`config.mk`:
```
export PLATFORM = sky130hd
export DESIGN_NAME = dma_mc_sequencer
export DESIGN_NICKNAME = d
export VERILOG_FILES = /design/src/rtl/dma_pkg.sv /design/src/rtl/dma_rr_arbiter.sv /design/src/rtl/dma_mc_sequencer.sv
export SDC_FILE = /design/constraint.sdc
export NUM_CORES = 1
export LEC_CHECK = 0
export CORE_MARGIN = 2
export CORE_UTILIZATION = 30
export CTS_CLUSTER_SIZE = 8
export DETAILED_ROUTE_END_ITERATION = 8
export GPL_TIMING_DRIVEN = 1
export SYNTH_ARGS = -nofsm -noshare
export SYNTH_HDL_FRONTEND = slang
export SYNTH_SLANG_ARGS = --single-unit
```
`constraint.sdc`:
```
create_clock -name clk -period 23.3 [get_ports clk]
set_input_delay 2.33 -clock clk [delete_from_list [all_inputs] [get_ports clk]]
set_output_delay 2.33 -clock clk [all_outputs]
set_load 0.01 [all_outputs]
```
`src/rtl/dma_pkg.sv`:
```
// Shared encodings for the multi-channel DMA sequencer.
package dma_pkg;

    // Field select codes for configuration writes
    typedef enum logic [2:0] {
        SEL_SRC   = 3'd1,
        SEL_DST   = 3'd2,
        SEL_LEN   = 3'd3,
        SEL_NEXT  = 3'd4,
        SEL_EOC   = 3'd5,
        SEL_START = 3'd6
    } cfg_sel_e;

    // Per-channel state
    typedef enum logic [1:0] {
        CH_IDLE   = 2'd0,
        CH_READY  = 2'd1,
        CH_ACTIVE = 2'd2,
        CH_CHAIN  = 2'd3
    } ch_state_e;

    // Global burst sequencer state
    typedef enum logic [1:0] {
        G_IDLE = 2'd0,
        G_REQ  = 2'd1,
        G_WAIT = 2'd2
    } g_state_e;

endpackage

```
`src/rtl/dma_rr_arbiter.sv`:
```
// Round-robin arbiter: the search starts one past the last granted channel.
// The pointer only moves when a grant is actually taken (i_adv high).
module dma_rr_arbiter #(
    parameter int unsigned NUM_CH = 2,
    parameter int unsigned CH_W   = 1
) (
    input  logic              clk,
    input  logic              rst,
    input  logic [NUM_CH-1:0] i_req,
    input  logic              i_adv,
    output logic              o_gnt_valid,
    output logic [CH_W-1:0]   o_gnt_idx
);

    logic [CH_W-1:0] r_ptr;

    // Pick the first requester after r_ptr; iterating downwards lets the nearest one win
    always_comb begin : p_gnt
        int unsigned v_idx;
        v_idx       = 0;
        o_gnt_valid = 1'b0;
        o_gnt_idx   = '0;
        for (int unsigned k = NUM_CH; k >= 1; k--) begin
            v_idx = (32'(r_ptr) + k) % NUM_CH;
            if (i_req[v_idx]) begin
                o_gnt_valid = 1'b1;
                o_gnt_idx   = CH_W'(v_idx);
            end
        end
    end

    // Last-grant pointer; resets to the top channel so channel 0 is searched first
    always_ff @(posedge clk or posedge rst) begin
        if (rst) begin
            r_ptr <= CH_W'(NUM_CH - 1);
        end else if (i_adv && o_gnt_valid) begin
            r_ptr <= o_gnt_idx;
        end
    end

endmodule

```
`src/rtl/dma_mc_sequencer.sv`:
```
// Multi-channel descriptor DMA sequencer: splits each channel's transfer into
// bursts of up to 2^LEN_W beats, round-robins them onto one burst port, and
// raises sticky per-channel interrupts. Define DMA_ABORT_EN to add ch_abort.
module dma_mc_sequencer
    import dma_pkg::*;
#(
    parameter int unsigned NUM_CH = 2,
    parameter int unsigned ADDR_W = 32,
    parameter int unsigned DATA_W = 32,
    parameter int unsigned LEN_W  = 4,
    parameter int unsigned CH_W   = (NUM_CH > 1) ? $clog2(NUM_CH) : 1
) (
    input  logic              clk,
    input  logic              rst,
    input  logic              en,
    input  logic              cfg_we,
    input  logic [CH_W-1:0]   cfg_ch,
    input  logic [2:0]        cfg_sel,
    input  logic [DATA_W-1:0] cfg_wdata,
    output logic [NUM_CH-1:0] ch_busy,
    output logic              bst_valid,
    input  logic              bst_ready,
    output logic [CH_W-1:0]   bst_ch,
    output logic [ADDR_W-1:0] bst_src,
    output logic [ADDR_W-1:0] bst_dst,
    output logic [LEN_W-1:0]  bst_len,
    input  logic              bst_done,
    output logic              chain_valid,
    output logic [CH_W-1:0]   chain_ch,
    output logic [ADDR_W-1:0] chain_addr,
    input  logic              chain_ready,
    output logic [NUM_CH-1:0] irq,
    input  logic [NUM_CH-1:0] irq_clr
`ifdef DMA_ABORT_EN
    ,
    input  logic [NUM_CH-1:0] ch_abort
`endif
);

    localparam int unsigned      BYTES     = DATA_W / 8;
    localparam logic [DATA_W-1:0] MAX_BEATS = DATA_W'(2 ** LEN_W);

    ch_state_e         r_st      [NUM_CH];
    logic [ADDR_W-1:0] r_src     [NUM_CH];
    logic [ADDR_W-1:0] r_dst     [NUM_CH];
    logic [ADDR_W-1:0] r_next    [NUM_CH];
    logic [ADDR_W-1:0] r_cur_src [NUM_CH];
    logic [ADDR_W-1:0] r_cur_dst [NUM_CH];
    logic [DATA_W-1:0] r_len     [NUM_CH];
    logic [DATA_W-1:0] r_rem     [NUM_CH];
    logic [NUM_CH-1:0] r_eoc;
    logic [NUM_CH-1:0] r_irq;

    g_state_e          r_gst;
    logic [CH_W-1:0]   r_gch;
    logic              r_bst_valid;
    logic [ADDR_W-1:0] r_bst_src;
    logic [ADDR_W-1:0] r_bst_dst;
    logic [LEN_W-1:0]  r_bst_len;
    logic [DATA_W-1:0] r_beats;

    logic [NUM_CH-1:0] w_req;
    logic [NUM_CH-1:0] w_abort_in;
    logic [NUM_CH-1:0] w_abort_pend;
    logic              w_gnt_valid;
    logic [CH_W-1:0]   w_gnt_idx;
    logic [DATA_W-1:0] w_gnt_beats;
    logic [DATA_W-1:0] w_rem_new;
    logic [ADDR_W-1:0] w_incr;
    logic              w_chain_valid;
    logic [CH_W-1:0]   w_chain_ch;

`ifdef DMA_ABORT_EN
    logic [NUM_CH-1:0] r_abort;

    assign w_abort_in   = ch_abort;
    assign w_abort_pend = r_abort;

    // Remember an abort aimed at the active channel until its burst retires
    always_ff @(posedge clk or posedge rst) begin
        if (rst) begin
            r_abort <= '0;
        end else begin
            for (int i = 0; i < int'(NUM_CH); i++) begin
                if (r_st[i] != CH_ACTIVE) r_abort[i] <= 1'b0;
                else if (ch_abort[i])     r_abort[i] <= 1'b1;
            end
        end
    end
`else
    assign w_abort_in   = '0;
    assign w_abort_pend = '0;
`endif

    // Request vector, busy flags; an abort this cycle masks the request
    always_comb begin
        w_req   = '0;
        ch_busy = '0;
        for (int i = 0; i < int'(NUM_CH); i++) begin
            w_req[i]   = (r_st[i] == CH_READY) && !w_abort_in[i];
            ch_busy[i] = (r_st[i] != CH_IDLE);
        end
    end

    dma_rr_arbiter #(
        .NUM_CH (NUM_CH),
        .CH_W   (CH_W)
    ) u_arb (
        .clk         (clk),
        .rst         (rst),
        .i_req       (w_req),
        .i_adv       ((r_gst == G_IDLE) && en),
        .o_gnt_valid (w_gnt_valid),
        .o_gnt_idx   (w_gnt_idx)
    );

    // Burst sizing and post-burst bookkeeping
    always_comb begin
        w_gnt_beats = (r_rem[w_gnt_idx] > MAX_BEATS) ? MAX_BEATS : r_rem[w_gnt_idx];
        w_rem_new   = r_rem[r_gch] - r_beats;
        w_incr      = ADDR_W'(r_beats * BYTES);
    end

    // Lowest-index channel waiting for a descriptor fetch
    always_comb begin
        w_chain_valid = 1'b0;
        w_chain_ch    = '0;
        for (int i = int'(NUM_CH) - 1; i >= 0; i--) begin
            if (r_st[i] == CH_CHAIN) begin
                w_chain_valid = 1'b1;
                w_chain_ch    = CH_W'(i);
            end
        end
    end

    // Channel descriptors, channel states, burst sequencer and interrupts
    always_ff @(posedge clk or posedge rst) begin
        if (rst) begin
            for (int i = 0; i < int'(NUM_CH); i++) begin
                r_st[i]      <= CH_IDLE;
                r_src[i]     <= '0;
                r_dst[i]     <= '0;
                r_next[i]    <= '0;
                r_cur_src[i] <= '0;
                r_cur_dst[i] <= '0;
                r_len[i]     <= '0;
                r_rem[i]     <= '0;
            end
            r_eoc       <= '0;
            r_irq       <= '0;
            r_gst       <= G_IDLE;
            r_gch       <= '0;
            r_bst_valid <= 1'b0;
            r_bst_src   <= '0;
            r_bst_dst   <= '0;
            r_bst_len   <= '0;
            r_beats     <= '0;
        end else begin
            // Clear first so a same-cycle set below overrides it
            r_irq <= r_irq & ~irq_clr;

            for (int i = 0; i < int'(NUM_CH); i++) begin
                case (r_st[i])
                    CH_IDLE: begin
                        if (cfg_we && cfg_ch == CH_W'(i)) begin
                            case (cfg_sel_e'(cfg_sel))
                                SEL_SRC:  r_src[i]  <= ADDR_W'(cfg_wdata);
                                SEL_DST:  r_dst[i]  <= ADDR_W'(cfg_wdata);
                                SEL_LEN:  r_len[i]  <= cfg_wdata;
                                SEL_NEXT: r_next[i] <= ADDR_W'(cfg_wdata);
                                SEL_EOC:  r_eoc[i]  <= cfg_wdata[0];
                                SEL_START: begin
                                    if (r_len[i] == '0) begin
                                        // Empty transfer takes the completion path directly
                                        if (r_eoc[i]) r_irq[i] <= 1'b1;
                                        else          r_st[i]  <= CH_CHAIN;
                                    end else begin
                                        r_st[i]      <= CH_READY;
                                        r_cur_src[i] <= r_src[i];
                                        r_cur_dst[i] <= r_dst[i];
                                        r_rem[i]     <= r_len[i];
                                    end
                                end
                                default: ;
                            endcase
                        end
                    end
                    CH_READY, CH_CHAIN: begin
                        if (w_abort_in[i]) r_st[i] <= CH_IDLE;
                    end
                    default: ;
                endcase
            end

            if (w_chain_valid && chain_ready) r_st[w_chain_ch] <= CH_IDLE;

            case (r_gst)
                G_IDLE: begin
                    if (en && w_gnt_valid) begin
                        r_st[w_gnt_idx] <= CH_ACTIVE;
                        r_gch           <= w_gnt_idx;
                        r_beats         <= w_gnt_beats;
                        r_bst_valid     <= 1'b1;
                        r_bst_src       <= r_cur_src[w_gnt_idx];
                        r_bst_dst       <= r_cur_dst[w_gnt_idx];
                        r_bst_len       <= LEN_W'(w_gnt_beats - 1'b1);
                        r_gst           <= G_REQ;
                    end
                end
                G_REQ: begin
                    if (bst_ready) begin
                        r_bst_valid <= 1'b0;
                        r_gst       <= G_WAIT;
                    end
                end
                G_WAIT: begin
                    if (bst_done) begin
                        r_cur_src[r_gch] <= r_cur_src[r_gch] + w_incr;
                        r_cur_dst[r_gch] <= r_cur_dst[r_gch] + w_incr;
                        r_rem[r_gch]     <= w_rem_new;
                        if (w_abort_pend[r_gch] || w_abort_in[r_gch]) begin
                            r_st[r_gch] <= CH_IDLE;
                        end else if (w_rem_new != '0) begin
                            r_st[r_gch] <= CH_READY;
                        end else if (r_eoc[r_gch]) begin
                            r_st[r_gch]  <= CH_IDLE;
                            r_irq[r_gch] <= 1'b1;
                        end else begin
                            r_st[r_gch] <= CH_CHAIN;
                        end
                        r_gst <= G_IDLE;
                    end
                end
                default: r_gst <= G_IDLE;
            endcase
        end
    end

    assign bst_valid   = r_bst_valid;
    assign bst_ch      = r_gch;
    assign bst_src     = r_bst_src;
    assign bst_dst     = r_bst_dst;
    assign bst_len     = r_bst_len;
    assign chain_valid = w_chain_valid;
    assign chain_ch    = w_chain_ch;
    assign chain_addr  = r_next[w_chain_ch];
    assign irq         = r_irq;

endmodule

```
# After elaboration in Yosys (flattened, before gate mapping)
# Index checks and enable logic that the tools add are counted.
[totals]
register_bits = 561
latchBits = 0
mem_bits_rw = 0
mem_bits_ro = 0
wordCells = 227
mem_count = 0
[op_classes]
n_addsub = 6
multipliers = 0
n_div = 0
magnitude_cmp = 11
eq_ne = 15
shift = 0
muxes = 118
bitwise = 18
reduce_logical = 32
[op_table]
columns = ["operator", "n"]
rows = [
  ["32-bit two-way mux", 47],
  ["64-bit two-way mux", 6],
  ["64-bit bitwise mux", 3],
  ["32-bit adder", 2],
  ["32-bit logical NOT", 2],
  ["2-bit two-way mux", 21],
  ["3-bit AND reduction", 12],
  ["32-bit demux with 1-bit select", 1],
  ["32-bit by 5-bit > comparator with 1-bit output (second input constant)", 1],
  ["32-bit nonzero test", 1],
  ["32-bit subtractor", 1],
  ["1-bit two-way mux", 27],
  ["4-bit two-way mux", 6],
  ["1-bit logical AND", 10],
  ["3-bit equality test (second input constant)", 3],
  ["4-bit bitwise AND", 2],
  ["4-bit NOT", 2],
  ["4-bit one-hot mux with 2 select lines", 1],
  ["2-bit bitwise AND", 3],
  ["2-bit demux with 1-bit select", 3],
  ["2-bit by 1-bit equality test with 1-bit output (second input constant)", 3],
  ["2-bit equality test (second input constant)", 3],
  ["3-bit by 2-bit equality test with 1-bit output (second input constant)", 2],
  ["2-bit >= comparator (second input constant)", 3],
  ["19 further kinds", 35],
]

# Depth between registers and ports, before layout
# Gate-level depths: netlist of the first run.
[logic_depth]
depth_word = 17
depth_mapped = 18

# Hierarchy
# From an unflattened synthesis of the first run, not the netlist that was laid out.
[hier_totals]
cells_unflattened = 2834
hier_area_um2 = 29889.9
[by_module_without_submodules]
columns = ["mod", "n_inst", "cells_each", "area_per_inst_um2", "seq_area_each_um2"]
rows = [
  ["dma_mc_sequencer", 1, 2828, 29834.9, 14013.4],
  ["dma_rr_arbiter", 1, 6, 55.1, 26.3],
]

# Worst setup path before layout of the first run
# Ideal clock, no wire load.
[synth_timing]
path_type = "register to register"
startpoint = "reg r_gch (netlist: bst_ch)"
endpoint = "reg r_st[1] (netlist name)"
setup_ns = 0.065
arrival_ns = 4.714
required_time_ns = 23.235
setup_slack_ns = 18.521
path_stages_with_launch = 17
path_buffers = 3
synth_period_minus_slack_ns = 4.779
path_cell_list = "dfrtp_1 > clkbuf_1 > clkbuf_1 > buf_1 > mux2_2 > ha_1 > a21oi_2 > a211oi_2 > or4_4 > a41o_1 > a21oi_2 > xnor2_1 > or4b_1 > nor4_2 > nand4b_2 > nor4_2 > a211o_1"
[synth_between]
elab_chain_cells = 12
word_cells_on_any_way = 23
cone_classes = "add/sub (1); order compare (2); mux (12); bitwise (6); reduce/logical (2)"
[synth_rtl]
columns = ["item", "line_no", "rtl"]
rows = [
  ["from (decl)", "dma_mc_sequencer.sv:55", "logic [CH_W-1:0] r_gch;"],
  ["from (signal assigned)", "dma_mc_sequencer.sv:201", "r_gch <= w_gnt_idx;"],
  ["parallel branches: the longest is 9 deep, another holds 32-bit subtractor", "--", ""],
  ["4-bit two-way mux (*)", "dma_mc_sequencer.sv:221", "if (w_abort_pend[r_gch] || w_abort_in[r_gch]) begin"],
  ["4-bit two-way mux (*)", "dma_mc_sequencer.sv:217", "if (bst_done) begin"],
  ["4-bit one-hot mux with 2 select lines (*)", "dma_mc_sequencer.sv:197", "case (r_gst)"],
  ["to (signal, indexed assignment)", "dma_mc_sequencer.sv:200", "r_st[w_gnt_idx] <= CH_ACTIVE;"],
  ["to (signal, indexed assignment)", "dma_mc_sequencer.sv:222", "r_st[r_gch] <= CH_IDLE;"],
  ["to (signal, indexed assignment)", "dma_mc_sequencer.sv:224", "r_st[r_gch] <= CH_READY;"],
  ["to (decl)", "dma_mc_sequencer.sv:43", "ch_state_e r_st [NUM_CH];"],
]
# Every way passes the cells marked *. The select of a mux whose other input is x is not followed.
# A chain may end at the register's enable or synchronous reset.

# Worst setup path in the final report of the first run
[layout_timing]
startpoint = "reg r_gch (netlist: bst_ch)"
endpoint = "reg r_irq[0] (netlist: irq[0])"
[layout_between]
elab_chain_cells = 10
word_cells_on_any_way = 19
cone_classes = "add/sub (1); order compare (2); mux (12); bitwise (2); reduce/logical (2)"
[layout_rtl]
columns = ["item", "line_no", "rtl"]
rows = [
  ["1-bit NOT with 2-bit output (not written as such) (tied with other cells)", "dma_mc_sequencer.sv:120", "w_rem_new = r_rem[r_gch] - r_beats;"],
  ["32-bit two-way mux (not written as such) or 1-bit logical AND (tied branches)", "dma_mc_sequencer.sv:120, dma_mc_sequencer.sv:227", ""],
  ["32-bit two-way mux (not written as such) or 1-bit two-way mux (tied branches)", "dma_mc_sequencer.sv:120, dma_mc_sequencer.sv:227", ""],
  ["32-bit two-way mux (not written as such) or 1-bit demux with 1-bit select (tied branches)", "dma_mc_sequencer.sv:120, dma_mc_sequencer.sv:227", ""],
  ["32-bit subtractor or 2-bit OR (tied branches)", "--", ""],
  ["32-bit nonzero test or 2-bit two-way mux (tied branches)", "dma_mc_sequencer.sv:223, dma_mc_sequencer.sv:225", ""],
  ["2-bit two-way mux (*)", "dma_mc_sequencer.sv:223", "end else if (w_rem_new != '0) begin"],
  ["2-bit two-way mux (*)", "dma_mc_sequencer.sv:221", ""],
  ["2-bit two-way mux (*)", "dma_mc_sequencer.sv:217", ""],
  ["2-bit two-way mux (*)", "dma_mc_sequencer.sv:197", ""],
  ["to (signal assigned)", "dma_mc_sequencer.sv:160", "r_irq <= r_irq & ~irq_clr;"],
  ["to (decl)", "dma_mc_sequencer.sv:52", "logic [NUM_CH-1:0] r_irq;"],
]
# Every way passes the cells marked *; elsewhere a longest branch is shown, timed or not. The select of a mux whose other input is x is not followed.

==> impl_metrics.ini, run 1 <==
[placement]
gp_congestion = 0.879
placed_area_sq_mm = 0.0325
dp_slack_ps = 17400
port_buffers = 152
dp_hpwl_microns = 59000

[global_route]
grt-ovfl-total = 0
first_global_vias = 21430
grt_max_degree = 160
grt_pass1_wl_microns = 133000
grt_usage_pct = 16.9
antenna_found_initial = 4

[final_layout]
stdcell_area_sq_mm = 0.0347
drive_above_1_share_pct = 22.8
final_util_pct = 35.4
syn2layout_area_growth_pct = 17.3
seqCellArea_sq_mm = 0.0140
multiInputGateArea_sq_mm = 0.0149
final_nets = 2969
fillCellCount = 9759

[clock_tree]
clk_latency_ps = 650
post_cts_resize_count = 0
path_clk_slew_ps = 50
holdBufCountCts = 0
cts_setup_buffers = 0
numCtsBuffers = 80
cts_sinks = 561
cts_max_level = 3
cts_max_path_buffers = 3
cts_root_buffer = clkbuf_16
cts_tree = done

[synth]
yosysSeqAreaShare_pct = 47.4
synthFlopType = dfrtp_1
ys_ff_latch = 561
syn_nets = 2841
syn_avg_cell_area_sq_um = 11.0
syn-cell-area_sq_mm = 0.0296
synthDistinctLibCells = 79
synth_edf_count = 0
syn_inst = 2694
async_flop_share_pct = 100
yosysWarnings = 0

[floorplanning]
ios = 153
die_y_microns = 318
die_w_microns = 318
core_sq_mm = 0.0981
dieArea_sq_mm = 0.101
rows = 115
initial_core_util_pct = 30.2

[outcome]
status = completed

[drt]
drt_first_pass_iters = 5
postRouteAntennaNets = 0
drtIter0Drc = 1413
routedWlPerCell_microns = 20.8
wirelength_microns = 85600
via_count = 21085
drc = 0
via_per_inst = 5.11

[worst_setup_path]
worstPathRequired_ps = 23880
cp-end-kind = register
worstSetupStartpointType = register
path_class = register to register
path_max_fanout = 40
cp.arrival_ps = 6320

[flow_run]
drv_cap = 0

[sta]
setup_total_negative_slack_ps = 0
timing.hold.ws_ps = 475
worst_slack_ps = 17560
period_share_pct = 24.6
period_needed_ps = 5740
worstMarginPinSlew_ps = 1220
setup_viol = 0
skew_ps = 33.4
rsz0062_at_grt = false
max-slew-margin-rel_pct = 18.9
max_freq_mhz = 174
hold_viol = 0
drv_slew = 0

[min_path]
min_path_type = register to register

[pwr]
power_density_mw_per_mm2 = 148
vdd_ir_drop_max_mv = 0.0601
leakage_nw = 16.4
## path summary, 6_finish.rpt
| kind | startpoint | end | slack [ps] | cells past startpoint |
|---|---|---|---|---|
| min in group asynchronous | rst | bst_dst[20]$_DFFE_PP0P_ | 2190 | 2 |
| worst min register to register | bst_src[14]$_DFFE_PP0P_ | bst_src[14]$_DFFE_PP0P_ | 480 | 2 |
| worst min-delay path | bst_src[14]$_DFFE_PP0P_ | bst_src[14]$_DFFE_PP0P_ | 480 | 2 |
| worst max register to register | bst_ch$_DFFE_PP0P_ | irq[0]$_DFF_PP0_ | 17560 | 14 |
| max in group asynchronous | rst | bst_ch$_DFFE_PP0P_ | 18190 | 5 |
| worst max-delay path | bst_ch$_DFFE_PP0P_ | irq[0]$_DFF_PP0_ | 17560 | 14 |
## state kept, by name, summed over array words and instances (netlist names), 32 cells and up
register and count:
bst_dst 32, bst_src 32, r_beats 32, r_cur_dst 64, r_cur_src 64, r_dst 64
r_len 64, r_next 64, r_rem 64, r_src 64
## routing by layer
layer	share of wire [%]	vias up	global-route usage, %
met5	0	-	0
met4	3.1	0	6.35
met3	3.9	121	2.24
met2	46	443	27.4
met1	47	10601	22.9
li1	-	9920	-
## cell families (layout without fill, tap and decap cells)
group           after synthesis  after routing  share of synthesized area (%)
xor+xnor                     78             78                           2.33
mux                         644            644                           23.8
simple gates                592            592                           9.28
buf+inv                     201            345                           2.65
fa+ha+maj                   102            102                           4.39
flops                       561            561                           47.4
compound gates              516            516                           10.1
other cells                   0              1                              0
## placed cells by master, fill, tap and decap left out, types with 7 or more instances in the layout
| master | synthesis | final |
|---|---|---|
| a31oi_1 | 8 | 8 |
| mux2i_1 | 165 | 165 |
| o21ai_0 | 208 | 206 |
| inv_1 | 66 | 65 |
| nor4_1 | 33 | 33 |
| nand2_1 | 230 | 224 |
| nor3_1 | 27 | 27 |
| clkdlybuf4s50_1 | 0 | 152 |
| nor2_1 | 170 | 166 |
| or3_1 | 7 | 7 |
| and3_1 | 8 | 8 |
| nor3b_1 | 8 | 8 |
| nand4_1 | 13 | 13 |
| mux2_2 | 479 | 479 |
| xor2_1 | 26 | 26 |
| nor2b_1 | 8 | 8 |
| xnor2_1 | 51 | 51 |
| nand2b_1 | 23 | 22 |
| o21a_1 | 9 | 9 |
| nand3b_1 | 7 | 7 |
| clkbuf_1 | 103 | 8 |
| a21o_1 | 45 | 45 |
| nand3_1 | 20 | 20 |
| o211ai_1 | 10 | 10 |
| buf_4 | 0 | 28 |
| a211oi_1 | 11 | 11 |
| clkbuf_16 | 0 | 80 |
| dfrtp_1 | 560 | 559 |
| ha_1 | 99 | 99 |
| or2_2 | 9 | 9 |
| a21oi_1 | 167 | 167 |
## cells in the mapped netlist, types with 6 or more instances
cell      number  area [sq um]
mux2i_1      165          1650
clkbuf_1     103           387
nand2b_1      23           144
a21o_1        45           338
inv_1         66           248
or3_1          7          43.8
dfrtp_1      560         14000
and4_1         6          52.6
buf_1         29           109
o21bai_1       6          45.0
mux2_2       479          5390
nor3_1        27           135
nand3_1       20           100
nor2_1       170           638
nand2_1      230           863
a21oi_1      167           836
nand4_1       13          81.3
o211ai_1      10          75.1
a211oi_1      11          82.6
o21ai_0      208          1040
xnor2_1       51           447
nor2b_1        8          50.1
nor3b_1        8          60.1
xor2_1        26           228
nand3b_1       7          52.6
ha_1          99          1240
a31oi_1        8          50.1
nor4_1        33           206
o41ai_1        6          52.6
o21a_1         9          67.6
and3_1         8          50.1
or2_2          9          56.3
## critical path: stages, from the launching register on
cell and delay [ps]:
dfrtp_4 820, buf_4 650, mux2_2 410, ha_1 370, nand2_1 130, or4_1 510
o22ai_1 340, o21ai_0 200, and4_1 220, nor4_1 630, nand3_1 200, nor4_2 340
nand4b_2 330, nor4_2 320, a221o_1 160
## metrics by stage
stage               total power [W]  std cells
finish                      0.00513       4126
floorplan                   0.00330       2694
global route                0.00549       4125
CTS                         0.00517       4125
global placement            0.00404       4027
detailed placement          0.00408       4027
## where the power goes
part           switching [W]  total (W)  internal, W  leakage [nW]
Sequential          0.000322    0.00173      0.00141          7.20
Combinational        0.00125    0.00235      0.00110          8.16
Clock               0.000434    0.00106     0.000623          1.07
## area by class of cell
type	instances	share of cell area [%]
Timing Repair Buffer	181	5.04
Clock buffer	90	5.93
Clock inverter	8	0.382
Sequential cell	561	40.4
Tap cell	1287	4.64
Inverter	66	0.735
Antenna cell	1	0.00720
Multi-Input combinational cell	1932	42.8
No activity file was read; power rests on OpenSTA's default activity.
==> inputs of run 2 (changes only) <==
clock period = 4.9 ns   (was 23.3 ns; I/O delays follow)
==> impl_metrics.ini, run 2 (synthesis gave the netlist of run 1 again) <==
[floorplanning]
die_w_microns = 318
rows = 115
core_sq_mm = 0.0981
ios = 153
initial_core_util_pct = 30.2
die_y_microns = 318
dieArea_sq_mm = 0.101

[drt]
routedWlPerCell_microns = 20.6
via_per_inst = 5.09
via_count = 21200
drt_first_pass_iters = 5
drc = 0
wirelength_microns = 85900
drtIter0Drc = 1271
postRouteAntennaNets = 0

[sta]
hold_viol = 0
timing.hold.ws_ps = 422
period_needed_ps = 4600
worstMarginPinSlew_ps = 1160
setup_viol = 0
period_share_pct = 93.8
rsz0062_at_grt = false
drv_slew = 0
max_freq_mhz = 218
skew_ps = 29.0
max-slew-margin-rel_pct = 22.3

[pwr]
seqPwrFrac_pct = 33.1
total_power_w = 0.0248
leakage_nw = 16.7
switching_share_pct = 38.7
p_int_w = 0.0152
power.switching_w = 0.00959
comb_power_share_pct = 45.9
power_frac_clock_pct = 21.0
vdd_ir_drop_max_mv = 0.279
power_density_mw_per_mm2 = 703

[clock_tree]
cts_max_path_buffers = 3
clk_latency_ps = 650
cts_max_level = 3
cts_tree = done
cts_sinks = 561
numCtsBuffers = 82
cts_root_buffer = clkbuf_16
holdBufCountCts = 0
path_clk_slew_ps = 60

[placement]
gp_congestion = 0.898
placed_area_sq_mm = 0.0329
port_buffers = 152
dp_hpwl_microns = 60500
place_inst = 4056

[final_layout]
final_util_pct = 35.9
final_cells = 4167
drive_above_1_share_pct = 23.7
final_nets = 3001
fillCellCount = 9713
stdcell_area_sq_mm = 0.0352
final_cell_mix = 559 x dfrtp_1, 479 x mux2_2, 224 x nand2_1
layout_commonest_cell = dfrtp_1
syn2layout_area_growth_pct = 19.0

[worst_setup_path]
r2r-end = r_cur_dst[31]$_DFF_PP0_
cp.arrival_ps = 5060
cp-end-kind = register
rr_worst_depth = 16
path_class = register to register
r2r_start = bst_ch$_DFFE_PP0P_
worstPathRequired_ps = 5370
path_max_fanout = 15
worstSetupStartpointType = register
rrSetupSlack_ps = 300

[global_route]
grt_pass1_wl_microns = 132000
grt_usage_pct = 16.8
grt-ovfl-total = 0
first_global_vias = 21681
grt_max_degree = 145
antenna_found_initial = 2

[flow_run]
drv_cap = 0

[outcome]
status = completed

[min_path]
min_path_type = primary input to async pin
==> run 2: final cells by class <==
class | count | area, sq um | share of cell area (%)
timing repair buffer | 211 | 2160 | 6.13
inverter | 66 | 251 | 0.714
antenna | 1 | 2.50 | 0.00710
clock buffer | 97 | 2120 | 6.01
clock inverter | 12 | 166 | 0.472
sequential | 561 | 14000 | 39.9
tap | 1287 | 1610 | 4.57
multi-input combinational | 1932 | 14900 | 42.2
==> run 2: worst max path at each step <==
stage | start | to | slack (ps) | cells after the start
2_1_floorplan | rst | bst_ch$_DFFE_PP0P_ | -3230 | 1
3_3_place_gp | bst_ch$_DFFE_PP0P_ | r_st[1]$_DFF_PP0_ | 400 | 13
3_5_place_dp | bst_ch$_DFFE_PP0P_ | r_st[3]$_DFF_PP0_ | 280 | 12
4_1_cts | bst_ch$_DFFE_PP0P_ | r_st[3]$_DFF_PP0_ | 240 | 12
5_1_grt | bst_ch$_DFFE_PP0P_ | r_cur_dst[31]$_DFF_PP0_ | 110 | 16
6_report | bst_ch$_DFFE_PP0P_ | r_cur_dst[31]$_DFF_PP0_ | 300 | 16
==> run 2: layer usage <==
metal  up-vias  part of all wire, %  track usage [%]
li1       9982                    -                -
met1     10596                   46             22.8
met2       501                   46             27.3
met3       119                  4.8             2.84
met4         2                  2.9             5.80
met5         -                0.015                0
==> run 2: timing repair <==
action,in CTS,in global routing
gates resized for setup,0,2
setup buffers,0,1
endpoints found under the setup margin,0,5
==> run 2: power by group through the flow <==
stage,sequential (W),combinational (W),clock [W]
6_report,0.00819,0.0114,0.00520
5_1_grt,0.00846,0.0125,0.00556
4_1_cts,0.00819,0.0113,0.00536
3_5_place_dp,0.00825,0.0113,0
3_3_place_gp,0.00820,0.0112,0
2_1_floorplan,0.00776,0.00794,0
==> run 2: worst max-delay path: stages (launching register included) <==
cell	delay, ps
dfrtp_4	630
buf_8	240
mux2i_1	310
inv_1	70
ha_1	270
a21oi_1	90
nand4b_1	210
a21oi_1	520
o211ai_1	210
a211oi_1	600
o311ai_1	210
buf_4	180
o211ai_1	270
and3_1	210
a2111oi_0	70
xnor2_1	200
o21ai_0	100
==> run 2: metrics by stage <==
stage / setup TNS (ps) / worst slack (ps)
after global routing: 0 / 114
after global placement: 0 / 398
final: 0 / 305
after CTS: 0 / 237
after detailed placement: 0 / 279
after floorplan: -1808150 / -3230
==> inputs of run 3 (changes only) <==
HOLD_SLACK_MARGIN = 0.02   (was unset)
clock period = 5.5 ns   (was 4.9 ns; I/O delays follow)
==> impl_metrics.ini, run 3 (synthesis gave the netlist of run 1 again) <==
[clock_tree]
numCtsBuffers = 82
holdBufCountCts = 0
post_cts_resize_count = 0
cts_tree = done
cts_max_level = 3
cts_sinks = 561
clk_latency_ps = 640
path_clk_slew_ps = 50
cts_setup_buffers = 0
cts_root_buffer = clkbuf_16
cts_max_path_buffers = 3

[placement]
gp_congestion = 0.881
port_buffers = 152
placed_area_sq_mm = 0.0326
dp_hpwl_microns = 59000

[floorplanning]
core_sq_mm = 0.0981
initial_core_util_pct = 30.2
die_y_microns = 318
dieArea_sq_mm = 0.101
rows = 115
die_w_microns = 318
ios = 153

[final_layout]
layout_commonest_cell = dfrtp_1
n_antenna_cell = 0
stdcell_area_sq_mm = 0.0349
syn2layout_area_growth_pct = 17.9
final_util_pct = 35.6
final_nets = 2970
fillCellCount = 9781
drive_above_1_share_pct = 22.8
multiInputGateArea_sq_mm = 0.0149
seqCellArea_sq_mm = 0.0140
final_cell_mix = 559 x dfrtp_1, 479 x mux2_2, 224 x nand2_1

[drt]
drc = 0
wirelength_microns = 85600
routedWlPerCell_microns = 20.7
wl_met3_microns = 3500
via_count = 21147
via_per_inst = 5.12
m1WireLength_microns = 40100
dr_wl_met2_microns = 39700
drtIter0Drc = 1414
postRouteAntennaNets = 0
drt_first_pass_iters = 5
top_layer = met5

[min_path]
min_path_type = primary input to async pin

[global_route]
grt_usage_pct = 16.8
antenna_found_initial = 4
first_global_vias = 21634
grt_pass1_wl_microns = 132000
grt-ovfl-total = 0
grt_max_degree = 173

[pwr]
vdd_ir_drop_max_mv = 0.287
total_power_w = 0.0219
leakage_nw = 16.5
power_density_mw_per_mm2 = 627

[flow_run]
drv_cap = 0

[sta]
max-slew-margin-rel_pct = 21.6
skew_ps = 23.4
setup_viol = 0
rsz0062_at_grt = false
worstMarginPinSlew_ps = 1170
period_share_pct = 87.5
hold_viol = 0
drv_slew = 0
max_freq_mhz = 208
period_needed_ps = 4810

[worst_setup_path]
path_class = register to register
worstSetupStartpointType = register
worstPathRequired_ps = 6070
r2r_start = bst_ch$_DFFE_PP0P_
crit_start = bst_ch$_DFFE_PP0P_
cp-end-kind = register
cp.arrival_ps = 5380
path_max_fanout = 30

[outcome]
status = completed
[run 3: changes by cell type in the layout (fill, tap and decap cells not counted), sizes merged]
cell and delta:
buf -31, clkbuf -1, clkinv -1, diode -1, inv -2
[run 3: path summary, 6_finish.rpt]
check	to	cells after the start	slack [ps]
max reg2reg	irq[0]$_DFF_PP0_	13	690
min in group clk	r_gst[0]$_DFFE_PP0P_	1	460
min	bst_dst[20]$_DFFE_PP0P_	2	340
max in group asynchronous	bst_ch$_DFFE_PP0P_	3	3650
max	irq[0]$_DFF_PP0_	13	690
min reg2reg	r_gst[0]$_DFFE_PP0P_	1	460
[run 3: worst max-delay path, cell delays in order (launching register included)]
cell and delay, ps:
dfrtp_4 760, mux2_2 400, ha_1 370, nand2_1 120, or4_1 510, o22ai_1 360, o21ai_0 200, and4_1 220
nor4_1 620, nand3_1 170, nor4_2 310, nand4b_2 260, nor4_2 260, a221o_1 180
[run 3: cell type report]
| cell class | instances | share of cell area (%) |
|---|---|---|
| clock buffers | 96 | 6.15 |
| clock inverters | 9 | 0.459 |
| inverters | 66 | 0.720 |
| multi-input cells | 1932 | 42.6 |
| flip-flops and latches | 561 | 40.2 |
| well taps | 1287 | 4.61 |
| repair buffers | 180 | 5.21 |
[run 3: power breakdown]
| group | total, W | internal (W) | switching (W) |
|---|---|---|---|
| Sequential | 0.00730 | 0.00597 | 0.00134 |
| Clock | 0.00465 | 0.00278 | 0.00187 |
| Combinational | 0.00993 | 0.00466 | 0.00527 |
[run 3: per-layer routing]
metal / global-route usage [%] / vias to the layer above
li1: - / 9918
met2: 27.3 / 467
met5: 0 / -
met3: 2.61 / 149
met4: 5.23 / 2
met1: 23.1 / 10611
[run 3: metrics by stage]
step           setup WS, ps  hold slack, ps  TNS (ps)  instances
4_1_cts                 652             319         0       4131
2_1_floorplan         -2690             428  -1505210       2694
3_5_place_dp            669             457         0       4026
5_1_grt                 350             357         0       4131
3_3_place_gp            726             451         0       4026
6_report                687             343         0       4131
==> variant: new RTL, config.mk and constraints of run 1 <==
The parameter `ADDR_W` goes from 32 to 16.
--- a/src/rtl/dma_mc_sequencer.sv
+++ b/src/rtl/dma_mc_sequencer.sv
@@ -6,5 +6,5 @@
 #(
     parameter int unsigned NUM_CH = 2,
-    parameter int unsigned ADDR_W = 32,
+    parameter int unsigned ADDR_W = 16,
     parameter int unsigned DATA_W = 32,
     parameter int unsigned LEN_W  = 4,
Ports: changed (resized bst_dst, bst_src and chain_addr); port bits go from 153 to 105. No check against the original RTL was run, so the function may have changed too.
==> variant against run 1 <==
Synthesized area decreased by 34%. Sequential cell count is 192 lower. Worst hold slack gained 0.0058 ns. Power fell by 28%. Cell area down 34%. Clock skew grew 0.016 ns. Setup slack gained 0.13 ns. Final cell count shrank 33%. Critical path depth is 2 lower. Wire length decreased by 36%. Count of clock-buffer cells in the layout fell by 25. Utilization is 0.36 points higher. Critical path type unchanged.
==> variant: results (changes against run 1) <==
status=completed; Mapped Nets=1939 (-32%); post-CTS sizing=0 (unchanged); vias in the first global route=14.9k (-30%); post-CTS setup buffer count=0 (unchanged); largest net degree at the start of global routing=139 (-13%); synth top area cells=dfrtp_1 (47%), mux2_2 (17%), mux2i_1 (5.8%); adder-cell share of the synthesized area=4.58% (+0.20 points); count of cell types in the netlist=70 (-11%); mux contribution to synthesized area=22.4% (-1.4 points); share of cells above drive strength 1=20.8% (-1.9 points); top post-synthesis cells by count=dfrtp_1 (368), mux2_2 (288), nand2_1 (187), o21ai_0 (168), mux2i_1 (114); crit path DAT=6.10 ns (-0.22 ns); CTS root buf=clkbuf_16; VDD IR max=71.8 uV (+20%); Worst Tran Pin Value=1.20 ns (-0.0203 ns); CP max FO=39 (-2.5%); post-DP HPWL=37600 um (-36%); Nets=2025 (-32%); DP Area=21600 um2 (-34%); DRT iter0 DRCs=924 (-35%); async set-reset flop share out of synthesis=100% (unchanged); first drt pass iteration count=5 (unchanged); clk_skew=0.0493 ns (+0.0160 ns); CTS Buf Count=52 (-35%); CP max stage delay=0.86 ns (+0.04 ns); H-tree Lvls=2 (-1); Reg clk slew, reported paths=0.05 ns (about the same); PortBufs=104 (-32%); yosys warns=0 (unchanged); worst skew pair latency=0.62 ns (-0.03 ns); Post-Route WL=55000 um (-36%); register area share after synthesis=47.1% (-0.30 points); gr usage total=16.4% (-0.48 points); Synth Area in Compound Gates=10.6% (+0.44 points); Largest regs=r_len: 64 flops, r_rem: 64 flops; clk buf depth=3 (unchanged); HP Class=reg -> reg; leakage=10.6 nW (-35%); P_int=2.17 mW (-31%); post-DR vias/cell=5.15 (+0.84%); CP max-delay cell=dfrtp_2; initial antenna violation count=3 (-1); gpl congestion=0.883 (+0.44%); first-pass GRT wire length=87200 um (-35%); Post-Synth XOR/XNOR Area=2.15% (-0.19 points)
-- variant: changes by cell type in the layout (fill, tap and decap cells not counted), sizes merged, moves of 29 or more --
cell           delta
a21o             -29
a21oi            -89
clkdlybuf4s50    -48
mux2i            -51
mux2            -191
nor2             -68
nand2            -43
o21ai            -35
dfrtp           -192
ha               -32
-- variant: per-stage QoR --
step	hold WS, ns	setup WS, ns	cells
6_report	0.481	17.69	2780
5_1_grt	0.509	17.29	2779
4_1_cts	0.487	17.71	2779
3_5_place_dp	0.476	17.74	2711
3_3_place_gp	0.463	17.84	2711
2_1_floorplan	0.453	10.73	1824
-- variant: cells by family after synthesis --
family                     after synthesis
buffers and inverters                  146
AOI/OAI and AO/OA                      353
adders and majority gates               70
xor gates and xnor gates                48
muxes                                  402
DFF                                    369
and+or+nand+nor                        436
-- variant: power by group through the flow --
stage	logic, mW	clock network (mW)	registers (mW)
after detailed placement	1.82	0	1.17
after global placement	1.78	0	1.16
after floorplan	1.34	0	1.08
final	1.84	0.704	1.16
after CTS	1.83	0.720	1.16
after global routing	2.02	0.751	1.20
-- variant: path summary, 6_finish.rpt --
kind                       startpoint    endpoint  slack, ns  cells past startpoint
min in group asynchronous         rst   r_next[1]       2.34                      2
max reg2reg                    bst_ch     r_st[0]      17.69                     12
max                            bst_ch     r_st[0]      17.69                     12
min reg2reg                bst_dst[7]  bst_dst[7]       0.48                      2
min                        bst_dst[7]  bst_dst[7]       0.48                      2
max in group asynchronous         rst   r_rem[16]      19.20                      3
-- variant: per-layer routing --
metal	wire [um]	track usage [%]	vias up	part of all wire (%)
li1	-	-	6667	-
met1	24500	21.1	7251	44
met2	26300	27.5	305	48
met3	2780	3.65	99	5.1
met4	1450	5.06	4	2.6
met5	23	0	-	0.042
-- variant: worst max-delay path: cells and delay by family (launching register included) --
family / cells / cell delay [ns]
muxes: 1 / 0.41
and+or+nand+nor: 4 / 1.74
AOI/OAI and AO/OA: 5 / 1.40
adders and majority gates: 1 / 0.40
buffers and inverters: 1 / 0.64
DFF: 1 / 0.86
-- variant: area by class of cell --
cell class	count	area, um2
fill	6411	41400
multi-input combinational	1309	9870
sequential	369	9240
clock buffer	65	1380
timing repair buffer	123	1180
tap	855	1070
inverter	55	214
clock inverter	3	90.1
antenna	1	2.50
